[src/rtl/sipo_framer_pkg.sv]
// Shared types and default constants for the SIPO word framer.
// The state encoding is visible to anything that imports this package.
package sipo_framer_pkg;

   typedef enum logic [1:0] {
      SEARCH = 2'd0,
      VERIFY = 2'd1,
      LOCKED = 2'd2
   } framer_state_e;

   localparam logic [15:0] SYNC_WORD_DEF     = 16'hA5C3;
   localparam int          PAYLOAD_WORDS_DEF = 4;

endpackage

[src/rtl/framer_slot_counter.sv]
// Flywheel slot timer: bit and word counters that mark payload and sync
// boundaries relative to the last restart or sync-check edge.
module framer_slot_counter
   import sipo_framer_pkg::*;
#(
   parameter int  DATA_WIDTH    = 16,
   parameter int  PAYLOAD_WORDS = PAYLOAD_WORDS_DEF,
   localparam int BIT_W         = $clog2(DATA_WIDTH),
   localparam int WORD_W        = $clog2(PAYLOAD_WORDS + 1),
   localparam int IDX_W         = (PAYLOAD_WORDS > 1) ? $clog2(PAYLOAD_WORDS) : 1
) (
   input  logic             clk,
   input  logic             resetn,
   input  logic             restart,
   output logic             payload_stb,
   output logic             sync_stb,
   output logic [IDX_W-1:0] idx
);

   logic [BIT_W-1:0]  bit_cnt_reg;
   logic [WORD_W-1:0] word_cnt_reg;
   logic              boundary;

   // The edge that completes a full word in the window is the last bit slot.
   assign boundary    = (bit_cnt_reg == BIT_W'(DATA_WIDTH - 1));
   assign payload_stb = boundary && (word_cnt_reg < WORD_W'(PAYLOAD_WORDS));
   assign sync_stb    = boundary && (word_cnt_reg == WORD_W'(PAYLOAD_WORDS));
   assign idx         = word_cnt_reg[IDX_W-1:0];

   always_ff @(posedge clk or negedge resetn) begin
      if (!resetn) begin
         bit_cnt_reg  <= '0;
         word_cnt_reg <= '0;
      end else if (restart) begin
         bit_cnt_reg  <= '0;
         word_cnt_reg <= '0;
      end else if (boundary) begin
         bit_cnt_reg  <= '0;
         word_cnt_reg <= sync_stb ? '0 : word_cnt_reg + WORD_W'(1);
      end else begin
         bit_cnt_reg  <= bit_cnt_reg + BIT_W'(1);
      end
   end

endmodule

[src/rtl/sipo_word_framer.sv]
// Sync-word hunter and payload aligner fed by the SIPO sliding window.
// SEARCH finds a candidate, VERIFY confirms periodicity, LOCKED emits words.
module sipo_word_framer
   import sipo_framer_pkg::*;
#(
   parameter int                    DATA_WIDTH    = 16,
   parameter logic [DATA_WIDTH-1:0] SYNC_WORD     = DATA_WIDTH'(SYNC_WORD_DEF),
   parameter int                    PAYLOAD_WORDS = PAYLOAD_WORDS_DEF,
   parameter int                    LOCK_COUNT    = 3,
   parameter int                    LOSS_COUNT    = 2,
   localparam int                   IDX_W         = (PAYLOAD_WORDS > 1) ? $clog2(PAYLOAD_WORDS) : 1
) (
   input  logic                  clk,
   input  logic                  resetn,
   input  logic [DATA_WIDTH-1:0] win,
   output logic [DATA_WIDTH-1:0] word,
   output logic                  word_valid,
   output logic [IDX_W-1:0]      word_idx,
   output logic                  locked,
   output logic                  sync_err
);

   localparam int HIT_W  = $clog2(LOCK_COUNT + 1);
   localparam int MISS_W = $clog2(LOSS_COUNT + 1);

   framer_state_e     state_reg;
   logic [HIT_W-1:0]  hit_cnt_reg;
   logic [MISS_W-1:0] miss_cnt_reg;
   logic              match;
   logic              restart;
   logic              payload_stb;
   logic              sync_stb;
   logic [IDX_W-1:0]  slot_idx;

   assign match   = (win == SYNC_WORD);
   // Only a fresh detection re-phases the flywheel; later checks wrap naturally.
   assign restart = (state_reg == SEARCH) && match;

   framer_slot_counter #(
      .DATA_WIDTH    (DATA_WIDTH),
      .PAYLOAD_WORDS (PAYLOAD_WORDS)
   ) u_slot (
      .clk         (clk),
      .resetn      (resetn),
      .restart     (restart),
      .payload_stb (payload_stb),
      .sync_stb    (sync_stb),
      .idx         (slot_idx)
   );

   always_ff @(posedge clk or negedge resetn) begin
      if (!resetn) begin
         state_reg    <= SEARCH;
         hit_cnt_reg  <= '0;
         miss_cnt_reg <= '0;
         word         <= '0;
         word_valid   <= 1'b0;
         word_idx     <= '0;
         locked       <= 1'b0;
         sync_err     <= 1'b0;
      end else begin
         word_valid <= 1'b0;
         sync_err   <= 1'b0;
         case (state_reg)
            SEARCH: begin
               if (match) begin
                  hit_cnt_reg  <= HIT_W'(1);
                  miss_cnt_reg <= '0;
                  if (LOCK_COUNT == 1) begin
                     state_reg <= LOCKED;
                     locked    <= 1'b1;
                  end else begin
                     state_reg <= VERIFY;
                  end
               end
            end
            VERIFY: begin
               if (sync_stb) begin
                  if (match) begin
                     if (int'(hit_cnt_reg) + 1 >= LOCK_COUNT) begin
                        state_reg    <= LOCKED;
                        locked       <= 1'b1;
                        miss_cnt_reg <= '0;
                        hit_cnt_reg  <= HIT_W'(LOCK_COUNT);
                     end else begin
                        hit_cnt_reg <= hit_cnt_reg + HIT_W'(1);
                     end
                  end else begin
                     state_reg   <= SEARCH;
                     hit_cnt_reg <= '0;
                  end
               end
            end
            LOCKED: begin
               if (payload_stb) begin
                  word       <= win;
                  word_idx   <= slot_idx;
                  word_valid <= 1'b1;
               end
               if (sync_stb) begin
                  if (match) begin
                     miss_cnt_reg <= '0;
                  end else begin
                     sync_err <= 1'b1;
                     if (int'(miss_cnt_reg) + 1 >= LOSS_COUNT) begin
                        state_reg    <= SEARCH;
                        locked       <= 1'b0;
                        hit_cnt_reg  <= '0;
                        miss_cnt_reg <= '0;
                     end else begin
                        miss_cnt_reg <= miss_cnt_reg + MISS_W'(1);
                     end
                  end
               end
            end
            default: begin
               state_reg <= SEARCH;
               locked    <= 1'b0;
            end
         endcase
      end
   end

endmodule

[config.mk]
export PLATFORM = sky130hd
export DESIGN_NAME = sipo_word_framer
export DESIGN_NICKNAME = d
export VERILOG_FILES = /design/src/rtl/sipo_framer_pkg.sv /design/src/rtl/framer_slot_counter.sv /design/src/rtl/sipo_word_framer.sv
export SDC_FILE = /design/constraint.sdc
export NUM_CORES = 1
export LEC_CHECK = 0
export CAP_MARGIN = 10
export CORE_MARGIN = 4
export CORE_UTILIZATION = 49
export CTS_CLUSTER_SIZE = 20
export DETAILED_ROUTE_END_ITERATION = 16
export PLACE_DENSITY = 0.86
export SLEW_MARGIN = 40
export SYNTH_ARGS = -nofsm -noshare
export SYNTH_HDL_FRONTEND = slang
export SYNTH_SLANG_ARGS = --single-unit
[constraint.sdc]
create_clock -name clk -period 2.6 [get_ports clk]
set_input_delay 0.52 -clock clk [delete_from_list [all_inputs] [get_ports clk]]
set_output_delay 0.52 -clock clk [all_outputs]
set_load 0.02 [all_outputs]
==> impl_metrics.ini <==
[outcome]
status = complete, no violations

[logic_synthesis]
ys_warn_count = 0
syn_nets = 153
ys.flop_type = dfrtp_1
synth_area_um2 = 1630
async_flop_share = 1.00
synth.avg_cell_area_um2 = 12.5
ys_ff_latch = 34
ys_types = 42
synth_edf_count = 0
netlist_instances = 131
yosysSeqAreaShare = 0.521

[cts]
clk_pin_slew_ps = 100
cts.path.max_buffers = 2
root_buffer = clkbuf_4
cts_hold_buffers = 0
cts_tree = built
post_cts_resized = 0
insertion_delay_ps = 340
htree_num_levels = 2
numCtsBuffers = 5
postCtsSetupBuffers = 0
clock-sinks = 34

[placement]
hpwl_um = 2540
place_inst = 210
gp_congestion = 0.853
io_buffers = 38
pre_cts_ws_ps = 306

[global_routing]
globalRouteOverflowTotal = 0
antenna_found_initial = 0
grt_util_all_layers = 0.185
grt_pass1_vias = 1256
grt_max_degree = 35
grt_pass1_wl_um = 6020

[power_and_ir_drop]
switchingPower_uw = 235
seqPwrFrac = 0.587
power.internal_uw = 714
power.total_uw = 949
comb_power_share = 0.129
powerDensity_nw_per_um2 = 454
peakVddDrop_uv = 260
power.clock.fraction = 0.284
power.leakage_nw = 0.922
switching_share = 0.248

[sta]
fmax_mhz = 475
hold_viol_final = 0
setup_viol = 0
tns_ps = 0
max_slew_margin = 0.662
maxSlewViolCount = 0
worst_pin_slew_ps = 507
fin_crit_sh = 0.810
rsz0062_at_grt = false
post-route-min-period_ps = 2110
fin_skew_ps = 11.4
worst_slack_ps = 494

[floorplan]
num_io_pins = 39
rows = 20
start_util = 0.522
die_x_um = 65.7
die_h_um = 65.7
die_area_um2 = 4320
core_area_um2 = 3130

[setup_path]
worstRegToRegCells = 4
cpPeakStageDelay_ps = 740
r2r_slack_ps = 490
worstPathRequired_ps = 2830
cpMaxStageDelayCell = or3_2
r2r_start = u_slot.bit_cnt_reg[0]$_DFF_PN0_
path_cells = ha_1 -> nand3_4 -> or3_2 -> mux2_4
worst-setup-path-type = reg -> reg
critPathBufInv = 0
r2r-end = word[6]$_DFFE_PN0P_
cp-end-kind = register
arrival_ps = 2340
crit_path_start_kind = register
crit_family = simple AND/OR/NAND/NOR gates
worstPathMaxFanout = 19

[routing]
drt-initial-drc-count = 70
drt_wl_total_um = 3560
vias = 1222
antenna_left = 0
drt_first_pass_iters = 4
avgViaCountPerCell = 5.63
drc = 0
wl_per_cell_um = 16.4

[layout]
nets = 195
fin_cells = 217
layout_commonest_cell = clkdlybuf4s50_1
largest_reg_flops = 16
drive_gt1_frac = 0.202
areaGrowthSynthToFinish_pct = 28.0
final_cell_mix = 38 x clkdlybuf4s50_1, 34 x dfrtp_1, 10 x inv_1
antenna_cells = 0

[hold_path]
holdPathStages = 1
hold_path_end = miss_cnt_reg[1]$_DFFE_PN0P_
hold_start = miss_cnt_reg[1]$_DFFE_PN0P_
hp-class = reg -> reg

[run]
drv_cap = 0
layout make-up:
cell class	count	area, um^2
well taps	44	55.1
multi-input cells	82	703
inverters	10	37.5
fillers	235	1040
repair buffers	40	395
clock inverters	2	10.0
flip-flops and latches	34	851
clock buffers	5	37.5
worst reg2reg max path: stages (launching register included):
cell,delay (ps)
dfrtp_1,430
ha_1,290
nand3_4,150
or3_2,740
mux2_4,400
cells by family after synthesis:
logic type | synth area share
AOI/OAI and AO/OA | 0.107
xor gates and xnor gates | 0.0107
adders and majority gates | 0.0307
buffers and inverters | 0.0490
DFF | 0.521
muxes | 0.151
and+or+nand+nor | 0.131
metal layers:
layer  GRT usage  vias up  wire (um)
met1       0.223      598       1510
met3      0.0718        8        317
met4      0.0518        0         42
met5           0        -          0
met2       0.307       52       1690
li1            -      564          -
power by group through the flow:
stage / clock network, mW / logic [mW] / registers (mW)
after floorplan: 0 / 0.0250 / 0.586
after global placement: 0 / 0.121 / 0.565
after detailed placement: 0 / 0.123 / 0.567
after CTS: 0.276 / 0.124 / 0.556
after global routing: 0.312 / 0.131 / 0.559
final: 0.270 / 0.123 / 0.556
synthesized netlist by cell type, drive strengths merged, types with 2 or more instances:
library cell | n | area, um^2
nand4 | 2 | 12.5
and4bb | 4 | 50.1
buf | 2 | 31.3
o21ai | 3 | 15.0
mux2 | 18 | 236
nand2 | 7 | 26.3
nor3 | 5 | 25.0
nor2 | 4 | 15.0
dfrtp | 34 | 851
ha | 4 | 50.1
and3 | 2 | 13.8
inv | 10 | 37.5
xnor2 | 2 | 17.5
nand3 | 3 | 27.5
clkbuf | 3 | 11.3
a21oi | 6 | 30.0
o31a | 2 | 18.8
stage by stage:
step | cell area (um^2) | hold WS (ps) | util
after floorplan | 1630 | 224 | -
after global placement | 2040 | 474 | 0.652
after detailed placement | 2040 | 486 | 0.653
after CTS | 2090 | 508 | 0.668
after global routing | 2090 | 540 | 0.668
final | 2090 | 505 | 0.668
worst max-delay path by stage:
stage                                     from                          end  slack [ps]  cells past startpoint
3_5_place_dp                            win[5]  miss_cnt_reg[1]$_DFFE_PN0P_         310                      5
2_1_floorplan  u_slot.bit_cnt_reg[0]$_DFF_PN0_         word[10]$_DFFE_PN0P_         800                      6
3_3_place_gp                            win[7]  miss_cnt_reg[1]$_DFFE_PN0P_         390                      5
6_report       u_slot.bit_cnt_reg[0]$_DFF_PN0_          word[6]$_DFFE_PN0P_         490                      4
4_1_cts        u_slot.bit_cnt_reg[0]$_DFF_PN0_          word[4]$_DFFE_PN0P_         510                      4
5_1_grt        u_slot.bit_cnt_reg[0]$_DFF_PN0_         word[14]$_DFFE_PN0P_         400                      4
Note: power is estimated with default switching activity, not from simulation.
